File: src/rtl/add_accum_pkg.sv
// Shared definitions for the add_accum block: operand modes and the layout of
// the registered result.
package add_accum_pkg;

  typedef enum logic {
    MODE_LOAD = 1'b0,
    MODE_ACC  = 1'b1
  } mode_e;

  // Output register layout, MSB first: {carry, ch, sum}.
  function automatic int res_width(input int width, input int ch_w);
    return 1 + ch_w + width;
  endfunction

endpackage

File: src/rtl/add_accum_alu.sv
// Combinational WIDTH-bit adder with carry-out. Defining ADD_SAT_EN clamps an
// overflowing sum to all-ones; otherwise the sum wraps modulo 2^WIDTH.
module add_accum_alu #(
  parameter int WIDTH = 8
) (
  input  logic [WIDTH-1:0] i_a,
  input  logic [WIDTH-1:0] i_b,
  output logic [WIDTH-1:0] o_sum,
  output logic             o_carry
);

  logic [WIDTH:0] w_full;

  assign w_full  = {1'b0, i_a} + {1'b0, i_b};
  assign o_carry = w_full[WIDTH];

`ifdef ADD_SAT_EN
  assign o_sum = w_full[WIDTH] ? {WIDTH{1'b1}} : w_full[WIDTH-1:0];
`else
  assign o_sum = w_full[WIDTH-1:0];
`endif

endmodule

File: src/rtl/add_accum.sv
// Multi-channel adder/accumulator with a single-entry valid/ready output stage.
// Saturating arithmetic is selected by defining ADD_SAT_EN (see add_accum_alu).
module add_accum
  import add_accum_pkg::*;
#(
  parameter int WIDTH    = 8,
  parameter int CHANNELS = 4,
  parameter int CH_W     = (CHANNELS > 1) ? $clog2(CHANNELS) : 1
) (
  input  logic             clk,
  input  logic             rst_n,
  input  logic             in_valid,
  output logic             in_ready,
  input  logic [WIDTH-1:0] in_a,
  input  logic [WIDTH-1:0] in_b,
  input  logic [CH_W-1:0]  in_ch,
  input  logic             in_mode,
  input  logic             clr,
  output logic             out_valid,
  input  logic             out_ready,
  output logic [WIDTH-1:0] out_sum,
  output logic             out_carry,
  output logic [CH_W-1:0]  out_ch
);

  localparam int RES_W = res_width(WIDTH, CH_W);

  logic [WIDTH-1:0] r_acc [CHANNELS];
  logic [RES_W-1:0] r_res;
  logic             r_out_valid;

  logic             w_accept;
  logic [CH_W-1:0]  w_ch;
  logic [WIDTH-1:0] w_acc_rd;
  logic [WIDTH-1:0] w_opb;
  logic [WIDTH-1:0] w_sum;
  logic             w_carry;

  assign in_ready = !r_out_valid || out_ready;
  assign w_accept = in_valid && in_ready;

  // Channels beyond the array alias to channel 0 for read, write and out_ch.
  assign w_ch = (32'(in_ch) < CHANNELS) ? in_ch : '0;

  // clr makes the ACC operand read as zero in the same cycle.
  assign w_acc_rd = clr ? '0 : r_acc[w_ch];
  assign w_opb    = (in_mode == MODE_ACC) ? w_acc_rd : in_b;

  add_accum_alu #(
    .WIDTH (WIDTH)
  ) u_alu (
    .i_a     (in_a),
    .i_b     (w_opb),
    .o_sum   (w_sum),
    .o_carry (w_carry)
  );

  // The accepted channel takes the new result even when clr wipes the others.
  always_ff @(posedge clk or negedge rst_n) begin
    if (!rst_n) begin
      for (int i = 0; i < CHANNELS; i++) r_acc[i] <= '0;
    end else begin
      for (int i = 0; i < CHANNELS; i++) begin
        if (w_accept && (w_ch == CH_W'(i))) r_acc[i] <= w_sum;
        else if (clr)                       r_acc[i] <= '0;
      end
    end
  end

  always_ff @(posedge clk or negedge rst_n) begin
    if (!rst_n) begin
      r_res       <= '0;
      r_out_valid <= 1'b0;
    end else if (w_accept) begin
      r_res       <= {w_carry, w_ch, w_sum};
      r_out_valid <= 1'b1;
    end else if (out_ready) begin
      r_out_valid <= 1'b0;
    end
  end

  assign out_valid                   = r_out_valid;
  assign {out_carry, out_ch, out_sum} = r_res;

endmodule

File: config.mk
export PLATFORM = sky130hd
export DESIGN_NAME = add_accum
export DESIGN_NICKNAME = d
export VERILOG_FILES = /design/src/rtl/add_accum_pkg.sv /design/src/rtl/add_accum_alu.sv /design/src/rtl/add_accum.sv
export SDC_FILE = /design/constraint.sdc
export NUM_CORES = 1
export LEC_CHECK = 0
export CAP_MARGIN = 5
export CORE_UTILIZATION = 50
export DETAILED_ROUTE_END_ITERATION = 6
export PLACE_DENSITY_LB_ADDON = 0.08
export SYNTH_ARGS = -nofsm -noshare
export SYNTH_HDL_FRONTEND = slang
export SYNTH_SLANG_ARGS = --single-unit
File: constraint.sdc
create_clock -name clk -period 2.68 [get_ports clk]
set_input_delay 0.268 -clock clk [delete_from_list [all_inputs] [get_ports clk]]
set_output_delay 0.268 -clock clk [all_outputs]
set_load 0.02 [all_outputs]
==> results of run 1 <==
## cell usage in the layout, fill, tap and decap left out, types with 2 or more instances in the layout
cell / netlist / layout
a21o_1: 2 / 2
a21oi_1: 5 / 3
a21oi_2: 0 / 2
a31oi_1: 2 / 2
buf_4: 5 / 28
buf_6: 0 / 2
clkbuf_1: 5 / 2
clkbuf_8: 0 / 6
clkdlybuf4s50_1: 0 / 33
dfrtp_1: 44 / 44
dlymetal6s2s_1: 0 / 2
ha_1: 8 / 7
inv_1: 22 / 20
inv_2: 0 / 2
mux2i_1: 7 / 6
mux4_2: 7 / 7
nand2_1: 16 / 16
nand2b_1: 11 / 11
nand3_1: 2 / 2
nand3b_1: 27 / 27
nor2_1: 4 / 3
o211ai_1: 2 / 2
o21a_1: 2 / 2
o21ai_0: 36 / 34
o21ai_1: 2 / 4
o22ai_1: 8 / 8
xor2_1: 3 / 3
## flip-flops by register name, summed over array words and instances (netlist names)
register / count
out_valid: 1
r_res: 11
r_acc: 32
## cell families (layout without fill, tap and decap cells)
kind of cell,count (synthesis),in the layout,synth area share [%]
flops,44,44,46.0
buf+inv,35,96,6.43
xor+xnor,4,4,1.46
mux,15,15,9.99
compound gates,62,62,14.6
simple gates,65,65,16.5
fa+ha+maj,9,9,5.02
## layout make-up
class | instances | area (sq um) | share of cell area, %
clock buffers | 8 | 90.1 | 2.91
well taps | 52 | 65.1 | 2.10
multi-input cells | 155 | 1160 | 37.6
repair buffers | 66 | 593 | 19.2
flip-flops and latches | 44 | 1100 | 35.6
inverters | 22 | 82.6 | 2.67
## synth_stat cells
master,number
a21o_1,2
mux4_2,7
buf_4,5
mux2_2,1
inv_1,22
dfrtp_1,44
nand2_1,16
mux2i_1,7
o21ai_1,2
nor3_1,1
and2_1,1
xor2_1,3
a21oi_1,5
ha_1,8
o21a_1,2
o22ai_1,8
nand3b_1,27
o31a_2,1
nand3_1,2
nand2_2,1
clkbuf_1,5
nor2b_1,1
nor2_1,4
a211oi_1,1
xnor2_1,1
fa_1,1
a31oi_1,2
o221ai_1,1
nand2b_1,11
buf_2,3
o21ai_0,36
o211ai_1,2
nand2b_4,1
## through the flow
step / utilization, % / cell area (sq um)
5_1_grt: 69.2 / 3100
6_report: 69.2 / 3100
4_1_cts: 67.6 / 3030
3_5_place_dp: 65.5 / 2930
2_1_floorplan: - / 2390
3_3_place_gp: 65.5 / 2930
## metal layers
layer	routed length (microns)	GRT usage, %	part of all wire [%]
met1	2640	34.6	52
met2	2100	30.7	41
met3	320	4.13	6.3
met4	41	6.00	0.80
met5	0	0	0
## worst paths after layout
path | startpoint | end | slack, ns | depth (start not counted)
max reg2reg | r_acc[8]$_DFFE_PN0P_ | r_res[10]$_DFFE_PN0P_ | 0.16 | 11
min in group clk | r_res[8]$_DFFE_PN0P_ | r_res[8]$_DFFE_PN0P_ | 0.49 | 2
min | rst_n | r_res[7]$_DFFE_PN0P_ | 0.13 | 1
max in group asynchronous | rst_n | r_acc[1]$_DFFE_PN0P_ | 1.96 | 1
max | r_acc[8]$_DFFE_PN0P_ | r_res[10]$_DFFE_PN0P_ | 0.16 | 11
min reg2reg | r_res[8]$_DFFE_PN0P_ | r_res[8]$_DFFE_PN0P_ | 0.49 | 2
## what timing repair did
action / in CTS / in global routing
setup buffers: 0 / 5
resized for setup: 2 / 14
setup endpoints to repair: 5 / 20
hold buffers: 0 / 0
hold endpoints to repair: 0 / 0
pin swaps: 0 / 7
## report_power, final
part           switching (mW)  leakage, nW  internal [mW]  total, mW
logic                   0.229        0.763          0.233      0.462
registers              0.0351        0.582          0.728      0.763
clock network           0.215       0.0455          0.210      0.425
total                   0.479         1.39           1.17       1.65
==> metrics, run 1 <==
Clock Skews 0.00538 ns; DIE HEIGHT 71.2 microns; Critical Path Fanout Max 3; hold crit path type in -> async; Final Critical Period 2.52 ns; Site Rows 24; pre-CTS WS -0.341 ns; P per Cell Area 533 nW/um^2; CP startpoint kind register; total core area 4470 sq um; most used cell, CP inv_2; Peak VDD IR 390 uV; first-pass GRT wire length 8490 microns; total power 1.65 mW; Die Outline Area 5070 sq um; arrival time at the worst endpoint 2.69 ns; endpoints failing hold 0; Fillers 363; GP Congestion 0.783; WL/cell 14.7 microns; GRT overflow 0; Nets 327; syn nets 267; TritonRoute pass-1 iters 6; Slew @ Worst Pin 0.961 ns; max-cap viol count 0; via-per-instance ratio 5.49; Worst Path Buf+Inv 2; final setup TNS 0 ns; synthesized flop and latch total 44; cell family with most CP delay compound AO/OA/AOI/OAI gates; H-tree depth 2; min setup slack post-route 0.162 ns; drt first-iter violations 98; outcome complete, no violations; Die X 71.2 microns; Routed WL 5100 microns; Area Growth Syn to Fin 29.4%; clock sinks 44; Worst Path Required 2.85 ns; CP endpoint kind register; post-route ant nets 0; I/O pins 37; initial antenna violation count 0; slew margin rel. 36.0%; slowest library cell on the worst path mux4_2; CTS root buf clkbuf_8; TritonCTS Buffers 5; Mapped Avg Cell Area 10.2 sq um; library cells used by synthesis 33; maximum clock frequency 397 MHz; number of port buffers 36; Mapped Cells 234; # setup viols final 0; Post-Syn Area 2390 sq um; Vias 1906; Slew Limit Fails 0; placed cell count 334; worst skew pair latency 0.30 ns; Synth top area share 46.0%; ANT cells 0; Final Non-Filler Cells 347; hold_ws 0.126 ns; DRC 0; Clock Path Buffers 2; area leader, netlist dfrtp_1; Tcrit/Tclk final 93.9%; vias in the first global route 1745; critical path class reg -> reg; share of cells above drive strength 1 19.7%; delay of the slowest critical-path stage 0.48 ns; CTS tree done; top cells by area, synth dfrtp_1 46%, nand3b_1 8.5%, o21ai_0 7.5%; Synth warnings 0; RSZ-0062 raised after global routing false; Seq/Total Area, Yosys 46.0%; leakage dissipation 1.39 nW; worst path cell trace mux4_2, inv_2, o22ai_1, ha_2, inv_2, fa_2, nor2b_2, o31a_2, o21a_1, o211ai_1, a31oi_1; overall routing resource usage 21.9%; largest net degree at the start of global routing 45; Initial Utilization 53.5%; clock-pin slew on the worst setup and hold paths 0.08 ns; hpwl dp 3510 microns
Power figures use the tool's default switching activity.
==> run 2, diff against run 1 <==
--- a/config.mk
+++ b/config.mk
@@ -9,6 +9,7 @@
 export CORE_UTILIZATION = 50
 export DETAILED_ROUTE_END_ITERATION = 6
 export PLACE_DENSITY_LB_ADDON = 0.08
+export SKIP_LAST_GASP = 1
 export SYNTH_ARGS = -nofsm -noshare
 export SYNTH_HDL_FRONTEND = slang
 export SYNTH_SLANG_ARGS = --single-unit
==> constraint.sdc (replaced) <==
create_clock -name clk -period 3.2 [get_ports clk]
set_input_delay 0.32 -clock clk [delete_from_list [all_inputs] [get_ports clk]]
set_output_delay 0.32 -clock clk [all_outputs]
set_load 0.02 [all_outputs]
==> run 2 against run 1 <==
Compared with the run above:
- the flow now finishes with violations (design-rule violations)
- design area decreased by 5.7%
- utilization decreased by 3.9 points
- clock skew increased by 0.0011 ns
- hold slack improved by 0.051 ns
- sequential cell count unchanged
- register-to-register slack improved by 0.45 ns
==> metrics, run 2 (synthesis gave the netlist of run 1 again) <==
Site Rows 24 (unchanged); CP endpoint kind register; Critical Path Fanout Max 5 (+2); clock-pin slew on the worst setup and hold paths 0.08 ns (about the same); Vias 1807 (-5.2%); post-layout util 65.2% (-3.9 points); Clock Skews 0.00652 ns (+0.00114 ns); leakage dissipation 1.29 nW (-7.3%); Area Growth Syn to Fin 22.0%; Nets 308 (-5.8%); DIE HEIGHT 71.2 microns (unchanged); number of post-CTS setup repair buffers 0 (unchanged); number of port buffers 36 (unchanged); Tcrit/Tclk final 87.2%; r2r setup slk 0.61 ns (+0.45 ns); drt first-iter violations 99 (+1.0%); switching share of power 29.3% (+0.24 points); Sequential Power Share 47.8% (+1.5 points); hpwl dp 3600 microns (+2.6%); GRT overflow 0 (unchanged); Final Non-Filler Cells 328 (-5.5%); Slew Limit Fails 0 (unchanged); Slew @ Worst Pin 0.956 ns (-0.00463 ns); endpoints failing hold 0 (unchanged); commonest cells after routing, fill and taps aside 44 x dfrtp_1, 36 x o21ai_0, 34 x clkdlybuf4s50_1; initial antenna violation count 0 (unchanged); CP startpoint kind input port; WL/cell 15.5 microns (+5.3%); largest net degree at the start of global routing 45 (unchanged); placed inst area 2820 sq um (-3.6%); DRC 4 (+4); slowest library cell on the worst path clkdlybuf4s50_1; vias in the first global route 1788 (+2.5%); Hold-fix buffers, CTS 0 (unchanged); total core area 4470 sq um (unchanged); Routed WL 5080 microns (-0.43%); clock sinks 44 (unchanged); maximum clock frequency 358 MHz; share of cells above drive strength 1 11.2% (-8.4 points); Initial Utilization 53.5% (unchanged); Worst Path Required 3.36 ns (+0.51 ns); Die Outline Area 5070 sq um (unchanged); TritonCTS Buffers 5 (unchanged); failing checks design-rule violations; TritonRoute pass-1 iters 7 (+1); hold crit path type in -> async; Fillers 379 (+4.4%); delay of the slowest critical-path stage 0.56 ns (+0.08 ns); R2R depth 11 (unchanged); post-route ant nets 0 (unchanged); # setup viols final 0 (unchanged); post-route cell area 2920 sq um (-5.7%); most used cell, CP inv_1; I/O pins 37 (unchanged); hold_ws 0.176 ns (+0.0506 ns); Clock Path Buffers 2 (unchanged); placed cell count 320 (-4.2%); max-cap viol count 0 (unchanged); ANT cells 0 (unchanged); P per Cell Area 459 nW/um^2 (-14%); CTS tree done; first-pass GRT wire length 8880 microns (+4.6%); arrival time at the worst endpoint 2.95 ns (+0.26 ns); via-per-instance ratio 5.51 (+0.30%); Reg with most FFs r_acc; worst path cell trace clkdlybuf4s50_1, buf_4, mux4_2, inv_1, o22ai_1, ha_1, inv_1, fa_1, nor2b_1, o31a_2, mux2i_1, nor2_1, o21ai_0; Final Critical Period 2.79 ns; RSZ-0062 raised after global routing false; GP Congestion 0.776 (-0.82%); final setup TNS 0 ns (unchanged); CTS root buf clkbuf_8; H-tree depth 2 (unchanged); Comb pwr share 25.9% (-2.1 points); slew margin rel. 36.3% (+0.31 points); outcome finished with violations; Peak VDD IR 371 uV (-4.8%); Clock Power Share 26.3% (+0.5 points); most common cell after layout, fill and taps aside dfrtp_1; critical path class in -> reg; Die X 71.2 microns (unchanged); switching pwr 392 uW (-18%); P_int 948 uW (-19%); worst skew pair latency 0.30 ns (about the same); overall routing resource usage 23.1% (+1.2 points); max FFs per register 32 (unchanged)
run 2: cell count changes in the layout (fill, tap and decap cells not counted), sizes merged:
cell           previous run  this run
buf                      31        12
clkbuf                    8         6
clkinv                    0         2
clkdlybuf4s50            33        34
dlymetal6s2s              2         1
run 2: repair_timing:
item                       4_1_cts  5_1_grt
setup endpoints to repair        0        4
gates resized for setup          0        1
hold endpoints to repair         0        0
run 2: through the flow:
stage | worst slack [ns] | power (mW)
CTS | 0.214 | 1.35
global route | 0.151 | 1.41
floorplan | 0.804 | 0.840
global placement | -0.0522 | 0.995
finish | 0.410 | 1.34
detailed placement | -0.115 | 0.997
run 2: cell type report:
| class | count | area, sq um | share of cell area [%] |
|---|---|---|---|
| Sequential cell | 44 | 1100 | 37.7 |
| Timing Repair Buffer | 47 | 440 | 15.1 |
| Multi-Input combinational cell | 155 | 1140 | 39.0 |
| Clock buffer | 6 | 82.6 | 2.83 |
| Clock inverter | 2 | 10.0 | 0.343 |
| Inverter | 22 | 82.6 | 2.83 |
| Tap cell | 52 | 65.1 | 2.23 |
run 2: power groups by stage:
stage | logic (mW) | registers (mW) | clock network [mW]
global route | 0.384 | 0.647 | 0.380
CTS | 0.351 | 0.640 | 0.364
detailed placement | 0.348 | 0.650 | 0
finish | 0.348 | 0.640 | 0.352
floorplan | 0.162 | 0.679 | 0
global placement | 0.346 | 0.650 | 0
run 2: metal layers:
metal  routed length (microns)  vias up  global-route usage [%]
met4                        68        0                    8.00
met2                      2150       49                    33.4
met5                         0        -                       0
met1                      2620      855                    34.6
met3                       245        5                    4.56
li1                          -      898                       -
run 2: final timing paths:
kind / endpoint / from
worst max register to register: r_acc[14]$_DFFE_PN0P_ / r_acc[0]$_DFFE_PN0P_
worst max-delay path: r_acc[14]$_DFFE_PN0P_ / in_ch[1]
max in group asynchronous: r_acc[1]$_DFFE_PN0P_ / rst_n
min in group clk: r_res[2]$_DFFE_PN0P_ / r_res[2]$_DFFE_PN0P_
worst min-delay path: r_res[9]$_DFFE_PN0P_ / rst_n
worst min register to register: r_res[2]$_DFFE_PN0P_ / r_res[2]$_DFFE_PN0P_
run 2: worst max-delay path, delay by kind of cell:
kind                       cells  cell delay, ns
and+or+nand+nor                2            0.33
buffers and inverters          4            0.90
AOI/OAI and AO/OA              3            0.52
adders and majority gates      2            0.45
muxes                          2            0.43
==> run 3, diff against run 2 <==
--- a/config.mk
+++ b/config.mk
@@ -8,7 +8,7 @@
 export CAP_MARGIN = 5
 export CORE_UTILIZATION = 50
 export DETAILED_ROUTE_END_ITERATION = 6
-export PLACE_DENSITY_LB_ADDON = 0.08
+export PLACE_DENSITY = 0.75
 export SKIP_LAST_GASP = 1
 export SYNTH_ARGS = -nofsm -noshare
 export SYNTH_HDL_FRONTEND = slang
==> run 3 against run 2 <==
Compared with the run above:
- the flow still finishes with violations (design-rule violations)
- cell count decreased by 0.61%
- register-to-register slack improved by 0.05 ns
- largest power group unchanged
- global-route usage decreased by 1.2 points
- maximum frequency decreased by 3.6%
- non-clock buffer count decreased by 2
- worst setup slack got worse by 0.10 ns
==> metrics, run 3 (synthesis gave the netlist of run 1 again) <==
outcome finished with violations; failing checks design-rule violations; Reg with most FFs r_acc; Fillers 376 (-0.79%); CP startpoint kind input port; max FFs per register 32 (unchanged); GP Congestion 0.815 (+5.1%); first-pass GRT wire length 8420 microns (-5.2%); total core area 4470 sq um (unchanged); DRC 8 (+4); worst path cell trace clkdlybuf4s50_1, mux4_2, inv_1, o22ai_1, ha_1, inv_1, fa_1, nor2b_1, o31a_2, mux2i_1, nor2_1, o21ai_0; Critical Path Fanout Max 7 (+2); Clock Path Buffers 2 (unchanged); hpwl dp 3490 microns (-3.1%); share of cells above drive strength 1 10.6% (-0.65 points); H-tree depth 2 (unchanged); Vias 1835 (+1.5%); hold crit path type in -> async; Hold-fix buffers, CTS 0 (unchanged); hold_ws 0.172 ns (-0.00413 ns); final setup TNS 0 ns (unchanged); clock-pin slew on the worst setup and hold paths 0.08 ns (about the same); ANT cells 0 (unchanged); Clock Skews 0.00342 ns (-0.00309 ns); Nets 306 (-0.65%); CTS tree done; delay of the slowest critical-path stage 0.69 ns (+0.13 ns); critical path class in -> reg; WL/cell 15.4 microns (-0.60%); Worst Path Required 3.35 ns (about the same); largest net degree at the start of global routing 45 (unchanged); DIE HEIGHT 71.2 microns (unchanged); Routed WL 5010 microns (-1.2%); clock sinks 44 (unchanged); TritonRoute pass-1 iters 6 (-1); via-per-instance ratio 5.63 (+2.2%); Tcrit/Tclk final 90.4% (+3.2 points); # setup viols final 0 (unchanged); slowest library cell on the worst path clkdlybuf4s50_1; Peak VDD IR 352 uV (-5.1%); slew margin rel. 36.1% (-0.19 points); CP endpoint kind register; Final Non-Filler Cells 326 (-0.61%); RSZ-0062 raised after global routing false; P per Cell Area 463 nW/um^2 (+0.76%); commonest cells after routing, fill and taps aside 44 x dfrtp_1, 36 x o21ai_0, 35 x clkdlybuf4s50_1; Site Rows 24 (unchanged); GRT overflow 0 (unchanged); TritonCTS Buffers 5 (unchanged); vias in the first global route 1721 (-3.7%); register area 1100 sq um (unchanged); max-cap viol count 0 (unchanged); worst skew pair latency 0.29 ns (about the same); endpoints failing hold 0 (unchanged); Post-CTS Resized 0 (unchanged); Initial Utilization 53.5% (unchanged); CTS root buf clkbuf_8; total power 1.34 mW (+0.15%); overall routing resource usage 21.8% (-1.2 points); Die X 71.2 microns (unchanged); Final Critical Period 2.89 ns (+0.103 ns); I/O pins 37 (unchanged); number of post-CTS setup repair buffers 0 (unchanged); leakage dissipation 1.27 nW (-1.5%); placed cell count 318 (-0.63%); Area Growth Syn to Fin 21.3%; number of port buffers 36 (unchanged); Slew Limit Fails 0 (unchanged); Slew @ Worst Pin 0.959 ns (+0.00289 ns); maximum clock frequency 346 MHz (-3.6%); area of the multi-input gates 1140 sq um (unchanged); Die Outline Area 5070 sq um (unchanged); initial antenna violation count 0 (unchanged); most common cell after layout, fill and taps aside dfrtp_1; most used cell, CP inv_1; post-route ant nets 0 (unchanged); arrival time at the worst endpoint 3.04 ns (+0.09 ns); drt first-iter violations 87 (-12%)
run 3: cell count changes in the layout (fill, tap and decap cells not counted):
| cell | previous run | this run |
|---|---|---|
| buf_4 | 11 | 9 |
| clkdlybuf4s50_1 | 34 | 35 |
| dlymetal6s2s_1 | 1 | 0 |
run 3: per-layer routing:
metal / GRT usage [%] / vias up / part of all wire [%]
met2: 30.3 / 58 / 41
met1: 34.1 / 869 / 51
li1: - / 902 / -
met4: 6.67 / 0 / 1.4
met3: 4.70 / 6 / 6.2
met5: 0 / - / 0
run 3: path summary, 6_finish.rpt:
check | to | from | depth (start not counted) | slack (ns)
worst max-delay path | r_acc[22]$_DFFE_PN0P_ | in_ch[0] | 12 | 0.31
min in group clk | r_res[1]$_DFFE_PN0P_ | r_res[1]$_DFFE_PN0P_ | 2 | 0.49
worst min-delay path | r_res[7]$_DFFE_PN0P_ | rst_n | 1 | 0.17
max in group asynchronous | r_res[6]$_DFFE_PN0P_ | rst_n | 1 | 2.43
worst min register to register | r_res[1]$_DFFE_PN0P_ | r_res[1]$_DFFE_PN0P_ | 2 | 0.49
worst max register to register | r_acc[23]$_DFFE_PN0P_ | r_acc[1]$_DFFE_PN0P_ | 10 | 0.66
run 3: critical path, delay by kind of cell:
kind	cells	cell delay (ns)
buf+inv	3	0.83
simple gates	2	0.26
compound gates	3	0.52
fa+ha+maj	2	0.42
mux	2	0.68
run 3: metrics by stage:
step	worst slack [ns]	cell area [sq um]	utilization [%]
2_1_floorplan	0.804	2390	-
3_3_place_gp	0.0856	2810	62.8
3_5_place_dp	-0.0217	2810	62.8
4_1_cts	0.271	2900	64.8
5_1_grt	0.0312	2900	64.8
6_report	0.307	2900	64.8
run 3: final cells by class:
| type | instances | area share (%) |
|---|---|---|
| well taps | 52 | 2.24 |
| repair buffers | 45 | 14.6 |
| flip-flops and latches | 44 | 37.9 |
| clock buffers | 6 | 2.85 |
| multi-input cells | 155 | 39.2 |
| inverters | 22 | 2.85 |
| clock inverters | 2 | 0.345 |
run 3: power breakdown:
group          internal, mW  switching [mW]  total, mW
combinational         0.168           0.181      0.348
clock                 0.172           0.181      0.354
sequential            0.610          0.0306      0.640
total                 0.950           0.393       1.34
